[src/rtl/mips_controller.sv]
// Main decode/control unit for the single-issue MIPS datapath.
// Decodes the fetched instruction combinationally and registers every
// control output, so outputs lag Instruction by one rising clock edge.
//
// Ports:
//   Clk         - system clock, rising-edge
//   Rst         - synchronous active-low reset (clears all outputs)
//   Instruction - 32-bit instruction word (op=[31:26], funct=[5:0])
//   ALUOp       - 4-bit ALU operation code
//   ALUSrc      - ALU B operand: 1 = immediate, 0 = rt
//   RegDst      - destination: 1 = rd, 0 = rt
//   Jump        - j-type jump
//   Branch      - beq, taken when ALU result is zero
//   MemRead     - data memory read
//   MemWrite    - data memory write
//   MemToReg    - GPR writeback from memory
//   RegWrite    - GPR write enable
//   WriteHi     - Hi register write enable
//   WriteLo     - Lo register write enable
//   HiOrLo      - Hi/Lo read select: 1 = Hi, 0 = Lo
//   HiLoReg     - GPR writeback from the Hi/Lo read path
module mips_controller (
    input  logic        Clk,
    input  logic        Rst,
    input  logic [31:0] Instruction,
    output logic [3:0]  ALUOp,
    output logic        ALUSrc,
    output logic        RegDst,
    output logic        Jump,
    output logic        Branch,
    output logic        MemRead,
    output logic        MemWrite,
    output logic        MemToReg,
    output logic        RegWrite,
    output logic        WriteHi,
    output logic        WriteLo,
    output logic        HiOrLo,
    output logic        HiLoReg
);

    localparam logic [3:0] ALU_ADD   = 4'b0000;
    localparam logic [3:0] ALU_SUB   = 4'b0001;
    localparam logic [3:0] ALU_AND   = 4'b0010;
    localparam logic [3:0] ALU_OR    = 4'b0011;
    localparam logic [3:0] ALU_NOR   = 4'b0100;
    localparam logic [3:0] ALU_XOR   = 4'b0101;
    localparam logic [3:0] ALU_SLT   = 4'b0110;
    localparam logic [3:0] ALU_SLL   = 4'b0111;
    localparam logic [3:0] ALU_SRL   = 4'b1000;
    localparam logic [3:0] ALU_MUL   = 4'b1001;
    localparam logic [3:0] ALU_MULT  = 4'b1010;
    localparam logic [3:0] ALU_MULTU = 4'b1011;
    localparam logic [3:0] ALU_PASSA = 4'b1100;
    localparam logic [3:0] ALU_LUI   = 4'b1101;
    localparam logic [3:0] ALU_SLTU  = 4'b1110;

    typedef struct packed {
        logic [3:0] alu_op;
        logic       alu_src;
        logic       reg_dst;
        logic       jump;
        logic       branch;
        logic       mem_read;
        logic       mem_write;
        logic       mem_to_reg;
        logic       reg_write;
        logic       write_hi;
        logic       write_lo;
        logic       hi_or_lo;
        logic       hi_lo_reg;
    } ctrl_t;

    logic [5:0] op;
    logic [5:0] funct;
    ctrl_t      ctrl_d;
    ctrl_t      ctrl_q;

    assign op    = Instruction[31:26];
    assign funct = Instruction[5:0];

    // Instruction decode; anything not matched stays at the all-zero NOP.
    always_comb begin
        ctrl_d = '0;
        unique case (op)
            6'h00: begin
                // R-type: default to ALU writeback into rd, then specialise.
                ctrl_d.reg_dst   = 1'b1;
                ctrl_d.reg_write = 1'b1;
                case (funct)
                    6'h20, 6'h21: ctrl_d.alu_op = ALU_ADD;
                    6'h22, 6'h23: ctrl_d.alu_op = ALU_SUB;
                    6'h24:        ctrl_d.alu_op = ALU_AND;
                    6'h25:        ctrl_d.alu_op = ALU_OR;
                    6'h26:        ctrl_d.alu_op = ALU_XOR;
                    6'h27:        ctrl_d.alu_op = ALU_NOR;
                    6'h2A:        ctrl_d.alu_op = ALU_SLT;
                    6'h2B:        ctrl_d.alu_op = ALU_SLTU;
                    6'h00:        ctrl_d.alu_op = ALU_SLL;
                    6'h02:        ctrl_d.alu_op = ALU_SRL;
                    6'h18, 6'h19: begin
                        ctrl_d.alu_op    = (funct == 6'h18) ? ALU_MULT : ALU_MULTU;
                        ctrl_d.reg_dst   = 1'b0;
                        ctrl_d.reg_write = 1'b0;
                        ctrl_d.write_hi  = 1'b1;
                        ctrl_d.write_lo  = 1'b1;
                    end
                    6'h10, 6'h12: begin
                        ctrl_d.alu_op    = ALU_ADD;
                        ctrl_d.hi_lo_reg = 1'b1;
                        ctrl_d.hi_or_lo  = (funct == 6'h10);
                    end
                    6'h11, 6'h13: begin
                        ctrl_d.alu_op    = ALU_PASSA;
                        ctrl_d.reg_dst   = 1'b0;
                        ctrl_d.reg_write = 1'b0;
                        ctrl_d.write_hi  = (funct == 6'h11);
                        ctrl_d.write_lo  = (funct == 6'h13);
                    end
                    default:      ctrl_d = '0;
                endcase
            end
            6'h1C: begin
                if (funct == 6'h02) begin
                    ctrl_d.alu_op    = ALU_MUL;
                    ctrl_d.reg_dst   = 1'b1;
                    ctrl_d.reg_write = 1'b1;
                end
            end
            6'h08, 6'h09, 6'h0A, 6'h0B, 6'h0C, 6'h0D, 6'h0E, 6'h0F, 6'h23: begin
                // Immediate ALU ops and loads write rt with B = immediate.
                ctrl_d.alu_src   = 1'b1;
                ctrl_d.reg_write = 1'b1;
                case (op)
                    6'h0A:   ctrl_d.alu_op = ALU_SLT;
                    6'h0B:   ctrl_d.alu_op = ALU_SLTU;
                    6'h0C:   ctrl_d.alu_op = ALU_AND;
                    6'h0D:   ctrl_d.alu_op = ALU_OR;
                    6'h0E:   ctrl_d.alu_op = ALU_XOR;
                    6'h0F:   ctrl_d.alu_op = ALU_LUI;
                    default: ctrl_d.alu_op = ALU_ADD;
                endcase
                if (op == 6'h23) begin
                    ctrl_d.mem_read   = 1'b1;
                    ctrl_d.mem_to_reg = 1'b1;
                end
            end
            6'h2B: begin
                ctrl_d.alu_op    = ALU_ADD;
                ctrl_d.alu_src   = 1'b1;
                ctrl_d.mem_write = 1'b1;
            end
            6'h04: begin
                ctrl_d.alu_op = ALU_SUB;
                ctrl_d.branch = 1'b1;
            end
            6'h02: ctrl_d.jump = 1'b1;
            default: ctrl_d = '0;
        endcase
    end

    // Output register; reset wins over decode.
    always_ff @(posedge Clk) begin
        if (!Rst) begin
            ctrl_q <= '0;
        end else begin
            ctrl_q <= ctrl_d;
        end
    end

    assign ALUOp    = ctrl_q.alu_op;
    assign ALUSrc   = ctrl_q.alu_src;
    assign RegDst   = ctrl_q.reg_dst;
    assign Jump     = ctrl_q.jump;
    assign Branch   = ctrl_q.branch;
    assign MemRead  = ctrl_q.mem_read;
    assign MemWrite = ctrl_q.mem_write;
    assign MemToReg = ctrl_q.mem_to_reg;
    assign RegWrite = ctrl_q.reg_write;
    assign WriteHi  = ctrl_q.write_hi;
    assign WriteLo  = ctrl_q.write_lo;
    assign HiOrLo   = ctrl_q.hi_or_lo;
    assign HiLoReg  = ctrl_q.hi_lo_reg;

endmodule

[config.mk]
export PLATFORM = sky130hd
export DESIGN_NAME = mips_controller
export DESIGN_NICKNAME = d
export VERILOG_FILES = /design/src/rtl/mips_controller.sv
export SDC_FILE = /design/constraint.sdc
export NUM_CORES = 1
export LEC_CHECK = 0
export ABC_AREA = 1
export CAP_MARGIN = 20
export CORE_MARGIN = 5
export CORE_UTILIZATION = 37
export DETAILED_ROUTE_END_ITERATION = 8
export PLACE_DENSITY = 0.78
export SETUP_SLACK_MARGIN = 0.5
export SYNTH_ARGS = -nofsm -noshare
export SYNTH_HDL_FRONTEND = slang
export SYNTH_SLANG_ARGS = --single-unit
[constraint.sdc]
create_clock -name Clk -period 1.15 [get_ports Clk]
set_input_delay 0.23 -clock Clk [delete_from_list [all_inputs] [get_ports Clk]]
set_output_delay 0.23 -clock Clk [all_outputs]
set_load 0.005 [all_outputs]
==> results of run 1 <==
[metal layers]
| metal | share of wire [%] | track usage [%] |
|---|---|---|
| met1 | 34 | 16.1 |
| met2 | 58 | 36.8 |
| met3 | 6.3 | 3.51 |
| met4 | 2.0 | 7.77 |
| met5 | 0 | 0 |
[tightest hold or removal path, delay by kind of cell]
family	cells	cell delay, ps
AND/OR/NAND/NOR	1	50
buffers and inverters	2	190
[area by class of cell]
cell class | instances | share of cell area, %
multi-input combinational | 88 | 39.9
timing repair buffer | 65 | 33.4
sequential | 15 | 18.1
inverter | 20 | 4.90
tap | 28 | 2.08
clock buffer | 4 | 1.56
[cells by family (layout without fill, tap and decap cells)]
| logic type | after synthesis | in the layout | share of synthesized area (%) |
|---|---|---|---|
| flops | 15 | 15 | 34.1 |
| compound gates | 12 | 12 | 6.83 |
| simple gates | 76 | 76 | 47.9 |
| buf+inv | 23 | 89 | 11.1 |
[stage by stage]
step / instance area [um^2] / util [%] / setup WS [ps]
after floorplan: 930 / - / 219
after global placement: 1410 / 63.2 / -410
after detailed placement: 1410 / 63.2 / -445
after CTS: 1540 / 69.0 / 176
after global routing: 1680 / 75.4 / 164
final: 1680 / 75.4 / 204
[placed cells by master, fill, tap and decap left out, types with 6 or more instances in the layout]
| cell type | n |
|---|---|
| buf_4 | 21 |
| nor2_2 | 6 |
| buf_2 | 17 |
| nor2_4 | 10 |
| nand2_1 | 20 |
| inv_1 | 10 |
| buf_6 | 21 |
| nand3_2 | 11 |
| inv_2 | 7 |
| nor2_1 | 9 |
| dfxtp_1 | 11 |
[how the worst max path moves through the flow]
stage / to / slack (ps) / cells past startpoint
floorplan: RegWrite / 220 / 7
global placement: RegDst / -410 / 9
detailed placement: RegWrite / -450 / 9
CTS: MemRead / 180 / 1
global route: HiOrLo / 160 / 1
finish: MemRead / 200 / 1
[power by group through the flow]
stage	Clock [W]	Combinational, W	Sequential, W
2_1_floorplan	0	0.000113	0.000539
3_3_place_gp	0	0.000255	0.000538
3_5_place_dp	0	0.000263	0.000538
4_1_cts	0.000314	0.000319	0.000526
5_1_grt	0.000336	0.000389	0.000527
6_report	0.000301	0.000368	0.000526
[what timing repair did]
action                     in CTS  in global routing
setup endpoints to repair      31                 30
pin swaps                      34                 27
buffers inserted                7                  3
resized for setup             173                 32
==> results.ini, run 1 <==
[clocking]
cts_tree = done
numClockSinks = 15
hold_buffers = 0
cts_buffer_depth = 2
root_buffer = clkbuf_4
cts.clk_slew.worst_paths_ps = 90
htreeDepth = 1
cts_made_buffers = 3

[worst_setup_path]
crit_slowest_cell = dfxtp_2
critPathMaxStageDelay_ps = 320
required_ps = 920
cp_data_arrival_time_ps = 720
crit_start = MemToReg
path_cells = buf_2
path_delay_family = flip-flops
path_max_fanout = 2
cp_num_buf_inv = 1
end_kind = output port
path_class = flop to output port
cp-start-kind = flop

[logic_synthesis]
synth_most_common_cell = nand2_1
synth-seq-area-share_pct = 34.1
yosysTopAreaCell = dfxtp_1
synth_edf_count = 0
ys.flop_type = dfxtp_1
synthCells = 126
ys_types = 18
async_flop_share_pct = 0
yosys_warnings = 0
ys_top_cells_by_count = nand2_1 (24), inv_1 (18), nor2_1 (17)
yosysTopAreaCellShare_pct = 34.1
syn_area_per_cell_um2 = 6.98
ys_seq_elements = 15
syn_nets = 160
syn-cell-area_um2 = 880
synth.area.top_cells = dfxtp_1 (34%), nand2_1 (10%), nand3_1 (8.5%)

[min_path]
holdPathStages = 3
hold_start = Instruction[29]
hp-class = primary input to flop
min_to = MemWrite

[die]
die_y_um = 58.8
fp.dieArea_mm2 = 0.00345
rows = 17
initial_core_util_pct = 39.4
die_w_um = 58.8
num_io_pins = 50
core_area_mm2 = 0.00223

[placed_design]
hpwl_um = 2020
place_congestion = 0.941
post-place-cells = 206
port_buffers = 29

[global_routing]
grt.overflow.total = 0
grt_max_degree = 9
antenna_found_initial = 0
grt_pass1_wl_um = 4700
track_usage_pct = 17.8
grt_pass1_vias = 1078

[drt]
wirelength_um = 3070
routedWlPerCell_um = 13.9
drtIter0Drc = 17
first_pass_iters = 4
vias = 1082
drc = 0
via_per_inst = 4.92
ant_nets = 0

[layout]
regArea_um2 = 305
multi_input_area_um2 = 672
largest_reg_flops = 4
fillers = 166
stdcell_count = 220
diodes = 0
synthToLayoutAreaGrowth_pct = 91.5
drive_above_1_share_pct = 66.7
final_nets = 227

[sta]
max_clock_freq_mhz = 1060
hold_viol = 0
max_slew_margin_pct = 81.4
setup_tns_ps = 0
period_minus_slack_ps = 946
drv_slew = 0
fin_hold_ws_ps = 225
tightestPinTransition_ps = 278
setup_viol = 0
rsz0062_at_grt = true
fin_crit_sh_pct = 82.3

[power_and_ir_drop]
intPower_w = 0.000838
comb_power_share_pct = 30.8
switching_share_pct = 29.8
p_leak_nw = 0.817
totalPowerFinal_w = 0.00120
power_density_mw_per_mm2 = 710
pwr-share-seq_pct = 44.0
vdd_drop_max_uv = 420
p_sw_w = 0.000357
power_frac_clock_pct = 25.2

[outcome]
status = completed

[flow_run]
drv_cap = 0

Note: power is estimated with default switching activity, not from simulation.
==> run 2: changes to the inputs <==
- clock period: 1.15 -> 1 ns (I/O delays scaled with it)
==> run 2 against run 1 <==
Effect of this change:
- clock power is 15% higher
- power is 14% higher
- die area stayed put
- worst hold slack worse by 30 ps
- critical path depth stayed put
- wire length is 5.9% lower
- via count is 1.1% lower
- worst setup slack worse by 120 ps
- core utilization is 2.6 points lower
==> results.ini, run 2 (synthesis results as in run 1) <==
[min_path]
min_to = MemWrite
holdPathStages = 3  ; unchanged
hp-class = primary input to flop
hold_start = Instruction[29]

[global_routing]
grt.overflow.total = 0  ; unchanged
grt_max_degree = 9  ; unchanged
antenna_found_initial = 0  ; unchanged
track_usage_pct = 17.2  ; -0.64 points
grt_pass1_vias = 1073  ; -0.46%
grt_pass1_wl_um = 4660  ; -0.87%

[sta]
period_minus_slack_ps = 919
fin_crit_sh_pct = 91.9
fin_hold_ws_ps = 195  ; -29.8 ps
setup_viol = 0  ; unchanged
setup_tns_ps = 0  ; unchanged
max_slew_margin_pct = 81.9  ; +0.45 points
rsz0062_at_grt = true
drv_slew = 0  ; unchanged
tightestPinTransition_ps = 271  ; -6.66 ps
max_clock_freq_mhz = 1090
hold_viol = 0  ; unchanged

[layout]
synthToLayoutAreaGrowth_pct = 84.9
final_common_cell = nand2_1
largest_reg_flops = 4  ; unchanged
mostFrequentLayoutCells = nand2_1 (20), buf_2 (18), buf_6 (18), buf_4 (17)
diodes = 0  ; unchanged
stdcell_count = 216  ; -1.8%
drive_above_1_share_pct = 60.1  ; -6.6 points
fillers = 185  ; +11%
fin_util_pct = 72.8  ; -2.6 points
final_nets = 223  ; -1.8%

[power_and_ir_drop]
power_frac_clock_pct = 25.5  ; +0.3 points
pwr-share-seq_pct = 44.6  ; +0.6 points
p_leak_nw = 0.798  ; -2.3%
switching_share_pct = 29.2  ; -0.63 points
intPower_w = 0.000960  ; +15%
comb_power_share_pct = 29.9  ; -0.9 points
vdd_drop_max_uv = 562  ; +34%
power_density_mw_per_mm2 = 834  ; +18%
p_sw_w = 0.000396  ; +11%

[placed_design]
place_congestion = 0.941  ; unchanged
hpwl_um = 2040  ; +0.63%
port_buffers = 29  ; unchanged
post-place-cells = 206  ; unchanged

[die]
initial_core_util_pct = 39.4  ; unchanged
die_w_um = 58.8  ; unchanged
num_io_pins = 50  ; unchanged
fp.dieArea_mm2 = 0.00345  ; unchanged
rows = 17  ; unchanged
core_area_mm2 = 0.00223  ; unchanged
die_y_um = 58.8  ; unchanged

[drt]
drtIter0Drc = 14  ; -3
via_per_inst = 4.95  ; +0.72%
vias = 1070  ; -1.1%
drc = 0  ; unchanged
first_pass_iters = 4  ; unchanged
routedWlPerCell_um = 13.4  ; -4.2%
wirelength_um = 2890  ; -5.9%
ant_nets = 0  ; unchanged

[clocking]
root_buffer = clkbuf_4
htreeDepth = 1  ; unchanged
hold_buffers = 0  ; unchanged
cts_tree = done
cts_buffer_depth = 2  ; unchanged
numClockSinks = 15  ; unchanged
cts_made_buffers = 3  ; unchanged
cts.clk_slew.worst_paths_ps = 90  ; about the same

[worst_setup_path]
crit_slowest_cell = dfxtp_2
cp-start-kind = flop
end_kind = output port
path_delay_family = flip-flops
path_class = flop to output port
cp_data_arrival_time_ps = 720  ; about the same
required_ps = 800  ; -120 ps
cp_num_buf_inv = 1  ; unchanged
path_max_fanout = 2  ; unchanged
path_cells = buf_2
critPathMaxStageDelay_ps = 320  ; about the same

[flow_run]
drv_cap = 0  ; unchanged

[outcome]
status = completed

-- run 2: cell count changes in the layout (fill, tap and decap cells not counted), sizes merged --
| cell | previous run | this run |
|---|---|---|
| dlygate4sd2 | 1 | 0 |
| buf | 64 | 60 |
| clkdlybuf4s15 | 0 | 1 |
-- run 2: what timing repair did --
item	in CTS	in global routing
gates cloned	0	0
setup buffers	5	1
endpoints found under the setup margin	31	31
gates resized for setup	176	22
pin swaps	38	16
-- run 2: final cells by class --
cell class | instances | area [um^2] | share of cell area, %
clock buffer | 4 | 26.3 | 1.62
multi-input combinational | 88 | 633 | 38.9
sequential | 15 | 304 | 18.7
tap | 28 | 35.0 | 2.15
timing repair buffer | 61 | 541 | 33.2
inverter | 20 | 87.6 | 5.38
-- run 2: worst max path at each step --
| stage | start | endpoint | cells past startpoint |
|---|---|---|---|
| global route | Instruction[2] | RegWrite | 8 |
| detailed placement | Instruction[4] | RegWrite | 9 |
| global placement | Instruction[4] | RegDst | 9 |
| finish | MemToReg | MemRead | 1 |
| floorplan | Instruction[3] | RegWrite | 7 |
| CTS | MemToReg | MemRead | 1 |
-- run 2: power by group through the flow --
stage	clock (W)	combinational [W]	sequential [W]
floorplan	0	0.000130	0.000620
global placement	0	0.000293	0.000619
detailed placement	0	0.000303	0.000619
CTS	0.000348	0.000367	0.000605
global route	0.000373	0.000432	0.000606
finish	0.000347	0.000405	0.000605
-- run 2: metal layers --
| layer | part of all wire, % | vias to the layer above | track usage (%) |
|---|---|---|---|
| li1 | - | 532 | - |
| met5 | 0 | - | 0 |
| met3 | 5.9 | 6 | 2.85 |
| met2 | 59 | 31 | 36.3 |
| met4 | 1.8 | 0 | 3.56 |
| met1 | 34 | 501 | 16.8 |
-- run 2: stage by stage --
step	worst slack, ps	cell area (um^2)	total power, W
after global routing	41.2	1630	0.00141
after floorplan	98.9	930	0.000750
after global placement	-530	1410	0.000912
after CTS	75.7	1530	0.00132
after detailed placement	-565	1410	0.000922
final	81.3	1630	0.00136
